===== src/rtl/mips_fetch_pkg.sv =====
// Shared types and constants for the MIPS32 instruction-fetch front end.
package mips_fetch_pkg;

  localparam logic [31:0] RESET_PC  = 32'h0000_0000;
  localparam int          ADDR_W    = 14;
  localparam int          BUF_DEPTH = 2;

  typedef struct packed {
    logic [31:0] pc;
    logic [31:0] inst;
    logic        adel;
  } fetch_entry_t;

endpackage


===== src/rtl/fetch_buf.sv =====
// Two-entry FIFO of fetched {pc, inst, adel} entries; flush beats push and pop.
module fetch_buf
  import mips_fetch_pkg::*;
(
  input  logic         clk,
  input  logic         rst_n,
  input  logic         push,
  input  logic         pop,
  input  logic         flush,
  input  fetch_entry_t din,
  output fetch_entry_t head,
  output logic [1:0]   count
);

  fetch_entry_t mem [BUF_DEPTH];
  logic         rd_ptr;
  logic         wr_ptr;
  logic         do_pop;

  assign head   = mem[rd_ptr];
  assign do_pop = pop && (count != 2'd0);

  always_ff @(posedge clk or negedge rst_n) begin
    if (!rst_n) begin
      for (int i = 0; i < BUF_DEPTH; i++) mem[i] <= '0;
      rd_ptr <= 1'b0;
      wr_ptr <= 1'b0;
      count  <= 2'd0;
    end else if (flush) begin
      rd_ptr <= 1'b0;
      wr_ptr <= 1'b0;
      count  <= 2'd0;
    end else begin
      if (push) begin
        mem[wr_ptr] <= din;
        wr_ptr      <= ~wr_ptr;
      end
      if (do_pop) rd_ptr <= ~rd_ptr;
      count <= count + {1'b0, push} - {1'b0, do_pop};
    end
  end

endmodule


===== src/rtl/inst_fetch.sv =====
// Instruction-fetch front end: PC, one-cycle ROM reads, 2-entry buffer, redirects.
// Optional misaligned-redirect fault entries are built with FETCH_ALIGN_CHECK_EN.
module inst_fetch
  import mips_fetch_pkg::*;
(
  input  logic              clk,
  input  logic              rst_n,
  output logic              rom_en,
  output logic [ADDR_W-1:0] rom_addr,
  input  logic [31:0]       rom_douta,
  input  logic              redirect_valid,
  input  logic [31:0]       redirect_pc,
  output logic              if_valid,
  input  logic              if_ready,
  output logic [31:0]       if_pc,
  output logic [31:0]       if_inst,
  output logic              if_adel
);

  logic [31:0]  pc;
  logic [31:0]  infl_pc;
  logic         infl;
  logic [1:0]   count;
  logic         pop;
  logic         push;
  logic         credit;
  logic         halt;
  logic [31:0]  target;
  fetch_entry_t push_entry;
  fetch_entry_t head;

  // Handshake: an entry transfers on a rising edge where if_valid && if_ready;
  // the head holds stable until then, and a redirect drops it regardless.
  assign if_valid = (count != 2'd0);
  assign pop      = if_valid && if_ready;
  assign if_pc    = head.pc;
  assign if_inst  = head.inst;
  assign if_adel  = head.adel;

  // A slot is reserved for every read in flight so captures never overflow.
  assign credit   = ({1'b0, count} + {2'b00, infl} - {2'b00, pop}) < 3'd2;
  assign rom_en   = rst_n && !redirect_valid && !halt && credit;
  assign rom_addr = rst_n ? pc[ADDR_W+1:2] : '0;

`ifdef FETCH_ALIGN_CHECK_EN
  logic adel_pend;

  assign target = redirect_pc;

  always_ff @(posedge clk or negedge rst_n) begin
    if (!rst_n) begin
      halt      <= 1'b0;
      adel_pend <= 1'b0;
    end else if (redirect_valid) begin
      halt      <= |redirect_pc[1:0];
      adel_pend <= |redirect_pc[1:0];
    end else begin
      adel_pend <= 1'b0;
    end
  end

  // pc already holds the faulting target in the cycle after the redirect.
  assign push       = !redirect_valid && (infl || adel_pend);
  assign push_entry = adel_pend ? '{pc: pc, inst: 32'h0, adel: 1'b1}
                                : '{pc: infl_pc, inst: rom_douta, adel: 1'b0};
`else
  assign halt       = 1'b0;
  assign target     = redirect_pc & 32'hFFFF_FFFC;
  assign push       = !redirect_valid && infl;
  assign push_entry = '{pc: infl_pc, inst: rom_douta, adel: 1'b0};
`endif

  always_ff @(posedge clk or negedge rst_n) begin
    if (!rst_n) begin
      pc      <= RESET_PC;
      infl    <= 1'b0;
      infl_pc <= 32'h0;
    end else if (redirect_valid) begin
      pc   <= target;
      infl <= 1'b0;
    end else begin
      if (rom_en) begin
        pc      <= pc + 32'd4;
        infl_pc <= pc;
      end
      infl <= rom_en;
    end
  end

  fetch_buf u_buf (
    .clk   (clk),
    .rst_n (rst_n),
    .push  (push),
    .pop   (pop),
    .flush (redirect_valid),
    .din   (push_entry),
    .head  (head),
    .count (count)
  );

endmodule


===== config.mk =====
export PLATFORM = sky130hd
export DESIGN_NAME = inst_fetch
export DESIGN_NICKNAME = d
export VERILOG_FILES = /design/src/rtl/mips_fetch_pkg.sv /design/src/rtl/fetch_buf.sv /design/src/rtl/inst_fetch.sv
export SDC_FILE = /design/constraint.sdc
export NUM_CORES = 1
export LEC_CHECK = 0
export CORE_UTILIZATION = 30
export CTS_CLUSTER_DIAMETER = 150
export DETAILED_ROUTE_END_ITERATION = 7
export GPL_TIMING_DRIVEN = 0
export PLACE_DENSITY = 0.54
export SYNTH_ARGS = -nofsm -noshare
export SYNTH_HDL_FRONTEND = slang
export SYNTH_SLANG_ARGS = --single-unit

===== constraint.sdc =====
create_clock -name clk -period 2.81 [get_ports clk]
set_input_delay 0.562 -clock clk [delete_from_list [all_inputs] [get_ports clk]]
set_output_delay 0.562 -clock clk [all_outputs]
set_load 0.01 [all_outputs]

==> impl_metrics.toml <==
[sta]
setup_slack_ns = -0.400
period_minus_slack_ns = 3.21
fmax_ghz = 0.312
fin_crit_sh_pct = 114
worstMarginPinSlew_ns = 0.620
hold_ws_ns = 0.108
finalHoldViolCount = 0
slew_headroom_pct = 58.7
setup_viol_count_final = 35
fin_skew_ns = 0.0111
maxSlewViolCount = 0
fin_tns_setup_ns = -2.93
rsz0062_at_grt = "true"

[drt]
drt-initial-drc-count = 243
dr.pass1.iters = 6
vias = 5777
ant_nets = 0
viasPerCell = 4.70
wirelength_mm = 22.2
drc = 2
avgRoutedWirePerCell_um = 18.1

[setup_path]
required_ns = 2.25
r2r-end = "pc[10]$_DFFE_PN0P_"
reg2reg_slack_ns = -0.16
crit_path_end_kind = "primary output"
path_class = "reg2out"
critical_path.max_fanout = 3
crit_arrival_ns = 2.65
cp-startpoint = "u_buf.count[1]$_DFF_PN0_"
reg2reg_from = "u_buf.count[1]$_DFF_PN0_"
rr_worst_depth = 14
critPathLaunchType = "flip-flop"

[synthesis]
synth_top_family_by_area = "multiplexers"
synthTopCellsByArea = "dfrtp_1 54%, mux2_2 28%, xnor2_1 1.8%"
synth_top_area_cell = "dfrtp_1"
synth_mux_area_share_pct = 28.4
synth_compound_area_share_pct = 2.37
synthAdderAreaFrac_pct = 0.805
syn_area_um2 = 8710
yosysWarnings = 0
synthArstFlopShare_pct = 100
synth_flop_cell = "dfrtp_1"
syn_inst = 644
synth_top_area_share_pct = 54.3
synthSimpleGateAreaFrac_pct = 9.07
syn_avg_cell_area_um2 = 13.5
ys_seq_area_share_pct = 54.3
yosys_register_bits = 189
synth_edf_count = 0
synth_xor_area_share_pct = 2.60
synth.distinct_cells = 52

[placed_design]
portBuffers = 142
post-place-ws_ns = -1.08
place_inst = 1173
place_area_um2 = 10700
gp_congestion = 0.751
hpwlAfterDp_mm = 14.6

[floorplan]
pin_count = 149
start_util_pct = 30.4
die_area_um2 = 29700
die_w_um = 172
core_area_um2 = 28600
die_h_um = 172
row_count = 62

[clock_tree]
clkTransAtPathRegs_ns = 0.07
cts_buffers = 17
cts_tree = "yes"
insertion_delay_ns = 0.44
clock_sinks = 189
clock_path_buffers = 2
htreeDepth = 4
cts-root-buf = "clkbuf_16"

[global_routing]
antenna_found_initial = 2
grt_usage_pct = 15.3
gr-total-overflow = 0
grt_pass1_wl_mm = 34.3
grt_max_degree = 58
grt_pass1_vias = 5917

[worst_hold_path]
hold_path_class = "in2async"

[pwr]
power_density_nw_per_um2 = 1040
pwr-share-clk_pct = 20.1
p_leak_nw = 5.18
p_sw_mw = 3.85
internal_power_mw = 8.62
p_seq_share_pct = 36.0
ir_drop_v = 0.000476
comb_power_share_pct = 44.0
switching_share_pct = 30.9
power.total_mw = 12.5

[final_layout]
area_growth_pct = 37.3
utilization_pct = 41.8
final_area_um2 = 12000
fin_nets = 906
fin_cells = 1230
diodes = 0
fill_cells = 2657
layout-drive-gt1-share_pct = 42.0

[run_status]
status = "finished, violations left"
violations = "DRC, setup timing"

[flow_run]
drv_cap = 0
==> synthesized netlist by cell type, drive strengths merged (6+ instances only) <==
| cell type | count |
|---|---|
| dfrtp | 189 |
| xor2 | 7 |
| o21ai | 22 |
| xnor2 | 18 |
| nand3 | 16 |
| and2 | 21 |
| and3 | 9 |
| nand4 | 10 |
| clkbuf | 8 |
| nor2 | 6 |
| mux2 | 216 |
| nand2 | 40 |
| buf | 29 |
| nor4 | 7 |
==> worst max-delay path, cell delays in order, from the launching register on <==
cell and delay, ns:
dfrtp_2 0.40, or2_4 0.23, and2_4 0.16, ha_4 0.21, inv_2 0.06, nand2_2 0.06
fa_2 0.58, nand2_4 0.07, nor3_4 0.23, buf_6 0.14, buf_6 0.09
==> worst max-delay path by stage <==
stage                                           to  slack [ns]  depth (start not counted)
after floorplan                             rom_en       -0.01                          9
after global placement    u_buf.count[1]$_DFF_PN0_       -8.29                          1
after detailed placement                    rom_en       -1.08                         10
after CTS                                   rom_en       -0.42                         10
after global routing                        rom_en       -0.52                         10
final                                       rom_en       -0.40                         10
==> kinds of logic (layout without fill, tap and decap cells) <==
| family | Yosys count | count (layout) |
|---|---|---|
| muxes | 220 | 220 |
| DFF | 189 | 189 |
| and+or+nand+nor | 129 | 129 |
| buffers and inverters | 41 | 241 |
| AOI/OAI and AO/OA | 34 | 34 |
| xor gates and xnor gates | 25 | 25 |
| adders and majority gates | 5 | 5 |
| other | 1 | 3 |
==> registers in the layout, summed over array words and instances (netlist names) <==
name	cells
infl	1
infl_pc	30
pc	30
u_buf.count	2
u_buf.mem	124
u_buf.rd_ptr	1
u_buf.wr_ptr	1
==> per-layer routing <==
metal,global-route usage [%],share of wire (%),vias to the layer above
met5,0,0.13,-
met2,24.3,47,141
met3,4.33,6.0,19
met1,20.4,46,2937
li1,-,-,2676
met4,4.31,0.85,4
==> repair_timing <==
action	in CTS	in global routing
hold buffers	1	0
pin swaps	12	15
setup buffers	18	5
gates cloned	4	0
hold endpoints to repair	36	0
endpoints found under the setup margin	126	68
gates resized for setup	77	30
==> area by class of cell <==
class / instances / area, um^2 / area share [%]
clock buffers: 17 / 425 / 3.56
repair buffers: 169 / 1800 / 15.1
well taps: 384 / 480 / 4.02
flip-flops and latches: 189 / 4730 / 39.6
multi-input cells: 416 / 4090 / 34.2
inverters: 4 / 15.0 / 0.126
plain buffers: 36 / 245 / 2.05
clock inverters: 15 / 169 / 1.41
==> power by group through the flow <==
| stage | Clock, mW | Combinational (mW) | Sequential, mW |
|---|---|---|---|
| 3_3_place_gp | 0 | 4.73 | 4.52 |
| 6_report | 2.50 | 5.48 | 4.48 |
| 4_1_cts | 2.60 | 5.48 | 4.49 |
| 5_1_grt | 2.69 | 5.89 | 4.64 |
| 2_1_floorplan | 0 | 2.93 | 4.31 |
| 3_5_place_dp | 0 | 4.77 | 4.53 |
==> cell usage in the layout (no fill, tap or decap), types with 5 or more instances in the layout <==
master           instances
buf_2                   16
clkbuf_16               17
nor4_4                   5
nand4_1                  8
mux2_2                 195
buf_6                    8
nand3_1                 10
xor2_1                   6
and2_1                  16
dfrtp_1                187
o21ai_0                 11
nand2_1                 37
clkbuf_4                 5
inv_6                    7
o21ai_1                 11
clkdlybuf4s50_1        140
mux2_4                  21
buf_4                   19
xnor2_1                 16
and3_1                   6
No activity file was read; power rests on OpenSTA's default activity.
